File: src/rtl/a4092_irq_pkg.sv
// a4092_irq_pkg
// Shared definitions for the NCR 53C710 interrupt conditioning path.
// Contents:
//   irq_state_t      conditioner FSM states (IDLE, QUAL, ASSERTED, HOLDOFF)
//   DEF_*            default synchroniser / filter / re-arm lengths
//   STAT_WIDTH       width of the optional statistics counters
//   max_int          constant helper used for sizing the shared counter
package a4092_irq_pkg;

    typedef enum logic [1:0] {
        IDLE     = 2'd0,
        QUAL     = 2'd1,
        ASSERTED = 2'd2,
        HOLDOFF  = 2'd3
    } irq_state_t;

    localparam int DEF_SYNC_STAGES   = 2;
    localparam int DEF_FILTER_CYCLES = 4;
    localparam int DEF_REARM_CYCLES  = 16;
    localparam int STAT_WIDTH        = 8;

    function automatic int max_int(input int a, input int b);
        return (a > b) ? a : b;
    endfunction

endpackage

File: src/rtl/irq_sync.sv
// irq_sync
// N-stage flip-flop synchroniser for a single asynchronous board input.
// Ports:
//   clk  in   sampling clock
//   rst  in   asynchronous, active-high reset (all stages to 0)
//   d    in   asynchronous input
//   q    out  synchronised copy of d, STAGES clocks late
module irq_sync #(
    parameter int STAGES = 2
) (
    input  logic clk,
    input  logic rst,
    input  logic d,
    output logic q
);

    if (STAGES < 2) begin : g_bad_stages
        $error("irq_sync: STAGES must be at least 2");
    end

    logic [STAGES-1:0] stage;

    always_ff @(posedge clk or posedge rst) begin
        if (rst) begin
            stage <= '0;
        end else begin
            stage <= {stage[STAGES-2:0], d};
        end
    end

    assign q = stage[STAGES-1];

endmodule

File: src/rtl/ncr_irq_conditioner.sv
// ncr_irq_conditioner
// Synchronises and glitch-filters the NCR 53C710 IRQ_n line and produces a
// single-cycle NCR_INT pulse per qualified interrupt. After a host
// acknowledge the pulse is re-issued if the chip still holds the line low
// once a holdoff period has elapsed.
// Ports:
//   CLK         in   system clock
//   RESET       in   asynchronous, active-high reset
//   NCR_IRQ_n   in   raw asynchronous interrupt, active low
//   IRQ_ENABLE  in   board interrupt enable; low forces IDLE
//   INT_ACK     in   one-cycle pulse when the host clears INTREG
//   NCR_INT     out  registered one-cycle qualified-interrupt pulse
//   irq_level   out  filtered level, high in ASSERTED or HOLDOFF
//   glitch_cnt  out  saturating count of rejected glitches
//   irq_cnt     out  wrapping count of emitted pulses
// Build option: define IRQ_STATS_EN to implement glitch_cnt / irq_cnt;
// otherwise both read as zero and no counter flops exist.
module ncr_irq_conditioner
    import a4092_irq_pkg::*;
#(
    parameter int SYNC_STAGES   = DEF_SYNC_STAGES,
    parameter int FILTER_CYCLES = DEF_FILTER_CYCLES,
    parameter int REARM_CYCLES  = DEF_REARM_CYCLES
) (
    input  logic                  CLK,
    input  logic                  RESET,
    input  logic                  NCR_IRQ_n,
    input  logic                  IRQ_ENABLE,
    input  logic                  INT_ACK,
    output logic                  NCR_INT,
    output logic                  irq_level,
    output logic [STAT_WIDTH-1:0] glitch_cnt,
    output logic [STAT_WIDTH-1:0] irq_cnt
);

    if (SYNC_STAGES < 2) begin : g_bad_sync
        $error("ncr_irq_conditioner: SYNC_STAGES must be at least 2");
    end
    if (FILTER_CYCLES < 2) begin : g_bad_filter
        $error("ncr_irq_conditioner: FILTER_CYCLES must be at least 2");
    end
    if (REARM_CYCLES < 2) begin : g_bad_rearm
        $error("ncr_irq_conditioner: REARM_CYCLES must be at least 2");
    end

    // One counter serves both the qualification window and the holdoff.
    localparam int CW = $clog2(max_int(FILTER_CYCLES, REARM_CYCLES));
    localparam logic [CW-1:0] FILT_LAST  = CW'(FILTER_CYCLES - 1);
    localparam logic [CW-1:0] REARM_LAST = CW'(REARM_CYCLES - 1);

    logic          irq_s;
    irq_state_t    state, state_nxt;
    logic [CW-1:0] cnt, cnt_nxt;
    logic          int_nxt;

    // The line is inverted before synchronising so that reset (all zeros)
    // reads as "no interrupt".
    irq_sync #(.STAGES(SYNC_STAGES)) u_sync (
        .clk (CLK),
        .rst (RESET),
        .d   (~NCR_IRQ_n),
        .q   (irq_s)
    );

    always_ff @(posedge CLK or posedge RESET) begin
        if (RESET) begin
            state   <= IDLE;
            cnt     <= '0;
            NCR_INT <= 1'b0;
        end else begin
            state   <= state_nxt;
            cnt     <= cnt_nxt;
            NCR_INT <= int_nxt;
        end
    end

    // Disable overrides everything, including the edge that would enter
    // ASSERTED, but leaves the counter untouched. In ASSERTED a release is
    // checked before INT_ACK so a simultaneous release wins.
    always_comb begin
        state_nxt = state;
        cnt_nxt   = cnt;
        int_nxt   = 1'b0;
        if (!IRQ_ENABLE) begin
            state_nxt = IDLE;
        end else begin
            case (state)
                IDLE: begin
                    if (irq_s) begin
                        state_nxt = QUAL;
                        cnt_nxt   = CW'(1);
                    end
                end
                QUAL: begin
                    if (!irq_s) begin
                        state_nxt = IDLE;
                    end else if (cnt == FILT_LAST) begin
                        state_nxt = ASSERTED;
                        int_nxt   = 1'b1;
                    end else begin
                        cnt_nxt = cnt + 1'b1;
                    end
                end
                ASSERTED: begin
                    if (!irq_s) begin
                        state_nxt = IDLE;
                    end else if (INT_ACK) begin
                        state_nxt = HOLDOFF;
                        cnt_nxt   = '0;
                    end
                end
                HOLDOFF: begin
                    if (!irq_s) begin
                        state_nxt = IDLE;
                    end else if (cnt == REARM_LAST) begin
                        state_nxt = ASSERTED;
                        int_nxt   = 1'b1;
                    end else begin
                        cnt_nxt = cnt + 1'b1;
                    end
                end
                default: state_nxt = IDLE;
            endcase
        end
    end

    assign irq_level = (state == ASSERTED) || (state == HOLDOFF);

`ifdef IRQ_STATS_EN
    // A glitch is a qualification abandoned because the line went away;
    // an abort forced by IRQ_ENABLE is not counted.
    always_ff @(posedge CLK or posedge RESET) begin
        if (RESET) begin
            glitch_cnt <= '0;
            irq_cnt    <= '0;
        end else begin
            if (IRQ_ENABLE && (state == QUAL) && !irq_s && (glitch_cnt != '1)) begin
                glitch_cnt <= glitch_cnt + 1'b1;
            end
            if (int_nxt) begin
                irq_cnt <= irq_cnt + 1'b1;
            end
        end
    end
`else
    assign glitch_cnt = '0;
    assign irq_cnt    = '0;
`endif

endmodule

File: config.mk
export PLATFORM = sky130hd
export DESIGN_NAME = ncr_irq_conditioner
export DESIGN_NICKNAME = d
export VERILOG_FILES = /design/src/rtl/a4092_irq_pkg.sv /design/src/rtl/irq_sync.sv /design/src/rtl/ncr_irq_conditioner.sv
export SDC_FILE = /design/constraint.sdc
export NUM_CORES = 1
export LEC_CHECK = 0
export CAP_MARGIN = 30
export CELL_PAD_IN_SITES_DETAIL_PLACEMENT = 1
export CELL_PAD_IN_SITES_GLOBAL_PLACEMENT = 2
export CORE_MARGIN = 4
export CORE_UTILIZATION = 24
export DETAILED_ROUTE_END_ITERATION = 16
export PLACE_DENSITY_LB_ADDON = 0.05
export SLEW_MARGIN = 0
export SYNTH_ARGS = -nofsm -noshare
export SYNTH_HDL_FRONTEND = slang
export SYNTH_SLANG_ARGS = --single-unit
File: constraint.sdc
create_clock -name CLK -period 2.04 [get_ports CLK]
set_clock_uncertainty 0.2 [all_clocks]
set_input_delay 0.204 -clock CLK [delete_from_list [all_inputs] [get_ports CLK]]
set_output_delay 0.204 -clock CLK [all_outputs]
set_load 0.02 [all_outputs]
Yosys cells after proc, flatten, opt, wreduce, memory -nomap -nowiden
Cells that the tools add are included.
- input port bits: 5
- register bits after elaboration: 9
- logic and storage cells: 49
- output and inout bits: 18
- bitwise gates (word level): 1
- muxes and demuxes: 23
- equal/unequal tests: 16
- add/sub/neg operators: 1
- reduce and logical (&&, ||, !) cells: 4
- operators by type and width (operator ; number):
    two-way mux 4 bit ; 7
    two-way mux 2 bit ; 8
    one-hot mux 4 bit (4 select lines) ; 1
    != test 4 bit, second input constant ; 3
    != test 2 x 1 -> 1 bit, second input constant ; 4
    one-hot mux 2 bit (4 select lines) ; 1
    AND reduction 8 bit ; 1
    != test 2 bit, second input constant ; 3
    two-way mux 1 bit ; 5
    adder 4 x 1 -> 4 bit, second input constant ; 1
    equality test 2 bit, second input constant ; 2
    equality test 4 x 2 -> 1 bit, second input constant ; 1
    equality test 4 bit, second input constant ; 1
    AND reduction 4 bit ; 1
    != test 3 x 2 -> 1 bit, second input constant ; 1
    equality test 2 x 1 -> 1 bit, second input constant ; 1
    zero test 2 bit ; 1
    one-hot mux 1 bit (2 select lines) ; 1
    logical OR 1 bit ; 1
    inverter 1 bit ; 1

Depth between registers and ports, before layout
- depth after elaboration: 5
- depth in mapped cells: 5
- gate-level depth less buffers: 5

Cells and area by module
Synthesis repeated with hierarchy kept, for this count alone.
- cell total of the unflattened synthesis: 64
- area, all modules: 569.3 sq um
- modules (own cells, without submodules) (module ; area each (sq um) ; sequential area each (sq um) ; instances ; cells each):
    ncr_irq_conditioner ; 515.5 ; 175.2 ; 1 ; 61
    irq_sync ; 53.8 ; 50.0 ; 1 ; 3

Worst setup path after synthesis
OpenSTA, ideal clock, no wires.
- path kind: reg2reg
- start point: reg cnt[3]
- end point: reg cnt[1]
- cell stages (with the launch flop): 6
- buffers on the path: 1
- arrival: 1.103 ns
- required time: 1.721 ns
- setup time: 0.119 ns
- period minus slack after synthesis: 1.422 ns
- slack: 0.618 ns
- cell sequence: dfrtp_1 > buf_6 > and3_4 > o211ai_2 > nand2_1 > a21bo_1
- longest elaborated chain between the ends: 3
- elaborated cells on any way between the ends: 5
- classes of those cells: eq/ne (4); reduce/logical (1)
- ends and longest elaborated chain (item ; RTL line ; source):
    start: declaration ; ncr_irq_conditioner.sv:53 ; logic [CW-1:0] cnt, cnt_nxt;
    start signal: assignment ; ncr_irq_conditioner.sv:72 ; cnt <= cnt_nxt;
    equality test 4 bit or equality test 4 x 2 -> 1 bit (tied branches) ; ncr_irq_conditioner.sv:115, ncr_irq_conditioner.sv:97 ;
    != test 2 bit (no source line) ; - ;
    AND reduction 8 bit (no source line) * ; - ;
Every way passes the cells marked *; elsewhere a longest branch is shown, timed or not.
A chain may end at the register's enable or synchronous reset.

Worst setup path in the final report
- start point: reg state[1]
- end point: out irq_level
- longest elaborated chain between the ends: 2
- elaborated cells on any way between the ends: 3
- classes of those cells: eq/ne (2); reduce/logical (1)
- ends and longest elaborated chain (item ; RTL line ; source):
    start: declaration ; ncr_irq_conditioner.sv:52 ; irq_state_t state, state_nxt;
    start signal: assignment ; ncr_irq_conditioner.sv:71 ; state <= state_nxt;
    equality test 2 bit ; ncr_irq_conditioner.sv:127 ; assign irq_level = (state == ASSERTED) || (state == HOLDOFF);
    logical OR 1 bit * ; ncr_irq_conditioner.sv:127 ;
    end: declaration ; ncr_irq_conditioner.sv:31 ; output logic irq_level,
Marked as above.

==> run metrics <==
RSZ-0062 raised after global routing no; fin nets 79; Critical path buffers and inverters 1; largest net degree at the start of global routing 10; HPWL Detailed 917 µm; area of the core roughly 0.0023 mm²; Yosys cell types 26; WP depth 1; Via density 4.09; initial DRC count 3; initial antenna violation count 0; Hold Slack about 0.0019 ns; slowest stage cell, crit path clkdlybuf4s50_1; initial core utilization between 20% and 30%; FP Rows 17; syn_area_per_cell 9.33 µm²; post-CTS sizing 0; I/O pins 23; final routed DRC violation total 0; area leader, netlist dfrtp_1; flops & latches, synth 9; H-Tree Depth 1; clock sinks 9; YS warnings 0; grt ovf 0; first-pass GRT wire length 1.79 mm; port bufs 6; Setup violations, final 0; worst path arrival time ~1.4 ns; Max Fclk 553 MHz; final hold violation count 0; number of global-route vias before repair about 400; Clk pwr share 30.4%; GR Util All Layers 7.38%; Root Driver clkbuf_4; Synth Instances 64; pwr dens 695 mW/mm²; VDD IR-drop max around 210 µV; Pins Over Slew Limit 0; top-area cell type share of the netlist area 37.7%; Fin Setup TNS 0 ns; Mapped Area about 600 µm²; Worst setup SP type flop; post-DR wirelength/cell 11.4 µm; Switch Pwr 143 µW; CTS tree built; post-synthesis sequential area ratio roughly 38%; maxcap violations 0; Final Cycle Share 88.7%; hold_buf cts 0; Synth area leaders dfrtp_1 38%, buf_4 20%, inv_1 3.8%; aggregate routed wire length 1.14 mm; Die Width a little under 60 µm; Die ar. 0.00335 mm²; Critical Path RT around 1.6 ns; Layout area overhead 7.55%; antenna viol nets, final 0; Worst Path Max Fanout 8; critical path's top delay family buffers and inverters; min Tclk post-route 1.81 ns; CTS Buf Count 3; Finished Core Util between 20 and 30%; R2R depth 5; CP max stage delay approximately 0.66 ns; switching part of the total power between 30% and 40%; Worst Setup Path Type flop to output port; clock buffer depth 2; Antenna Diode Count 0; Pleak 0.303 nW; 1st-pass router iterations 4; clock edge transition at the registers on the reported setup and hold paths 0.06 ns; post-CTS setup buffers 0; Placer Congestion between 0.6 and 0.7; sequential share of power 47.8%; Pint about 300 µW; vias post-DR ~400; CP Cell Sequence clkdlybuf4s50_1; crit path capture type output port; status completed; clk_lat worst skew 0.26 ns; Worst Hold Class input pin to async pin; chip height 57.9 µm; share of layout cells above drive strength 1 11.1%; power share of the combinational group between 20% and 30%
## flip-flops by register name, indices dropped and copies added, names as in the netlist
signal and count:
NCR_INT 1, cnt 4, state 2, u_sync.stage 2
## layout make-up
| class | count | area [µm²] |
|---|---|---|
| fill | 284 | 1660 |
| multi-input combinational | 46 | 265 |
| sequential | 9 | 225 |
| timing repair buffer | 7 | 67.6 |
| tap | 28 | 35.0 |
| clock buffer | 4 | 26.3 |
| inverter | 6 | 22.5 |
## cell usage after synthesis
library cell / n
nand4b_1: 1
conb_1: 1
dfrtp_1: 9
o2bb2ai_1: 1
ha_1: 1
nand4_1: 1
a21bo_1: 1
nand2_1: 3
a22o_1: 1
nor3b_4: 1
nor2_1: 3
a21oi_1: 4
o211ai_2: 1
dlygate4sd1_1: 1
nand3_1: 2
buf_4: 16
and3_4: 1
o21ai_0: 1
o22ai_1: 2
nor4_1: 1
nand2b_1: 1
buf_6: 1
inv_1: 6
o32ai_1: 1
nor3_1: 2
nor2_2: 1
## path summary, 6_finish.rpt
path | from | end | slack, ns
worst max register to register | cnt[0] | cnt[0] | 0.43
worst min register to register | u_sync.stage[0] | u_sync.stage[1] | 0.15
worst min-delay path | RESET | state[0] | 0.002
worst max-delay path | state[1] | irq_level | 0.23
max in group asynchronous | RESET | u_sync.stage[1] | 1.38
min in group CLK | u_sync.stage[0] | u_sync.stage[1] | 0.15
## routing by layer
metal	routed length, µm	track usage [%]	vias to the layer above	part of all wire (%)
li1	-	-	203	-
met1	486	8.30	186	43
met2	543	10.8	17	48
met3	86	2.45	3	7.5
met4	26	6.95	0	2.3
met5	0	0	-	0
## per-stage QoR
| step | cell area, µm² | setup WS [ns] | power, mW | instances |
|---|---|---|---|---|
| finish | 642 | 0.230 | 0.446 | 100 |
| global route | 642 | 0.169 | 0.479 | 100 |
| CTS | 642 | 0.205 | 0.455 | 100 |
| detailed placement | 616 | 0.372 | 0.314 | 96 |
| global placement | 616 | 0.311 | 0.317 | 96 |
| floorplan | 653 | 0.618 | 0.314 | 79 |
## logic make-up after synthesis
family | share of synthesized area, %
fa+ha+maj | 2.10
compound gates | 14.5
flops | 37.7
simple gates | 17.8
buf+inv | 27.3
other cells | 0.628
## placed cells by master (no fill, tap or decap), types with 2 or more instances in the layout
| cell | n |
|---|---|
| a21oi_1 | 4 |
| clkbuf_4 | 3 |
| clkdlybuf4s50_1 | 6 |
| conb_1 | 16 |
| dfrtp_1 | 9 |
| inv_1 | 6 |
| nand2_1 | 3 |
| nand3_1 | 2 |
| nor2_1 | 3 |
| nor3_1 | 2 |
| o22ai_1 | 2 |
## power groups by stage
stage	registers, mW	logic [mW]	clock network (mW)
after floorplan	0.210	0.104	0
after global placement	0.217	0.0991	0
after detailed placement	0.217	0.0974	0
after CTS	0.213	0.0978	0.144
after global routing	0.216	0.106	0.157
final	0.213	0.0975	0.136
No activity file was read; power rests on OpenSTA's default activity.
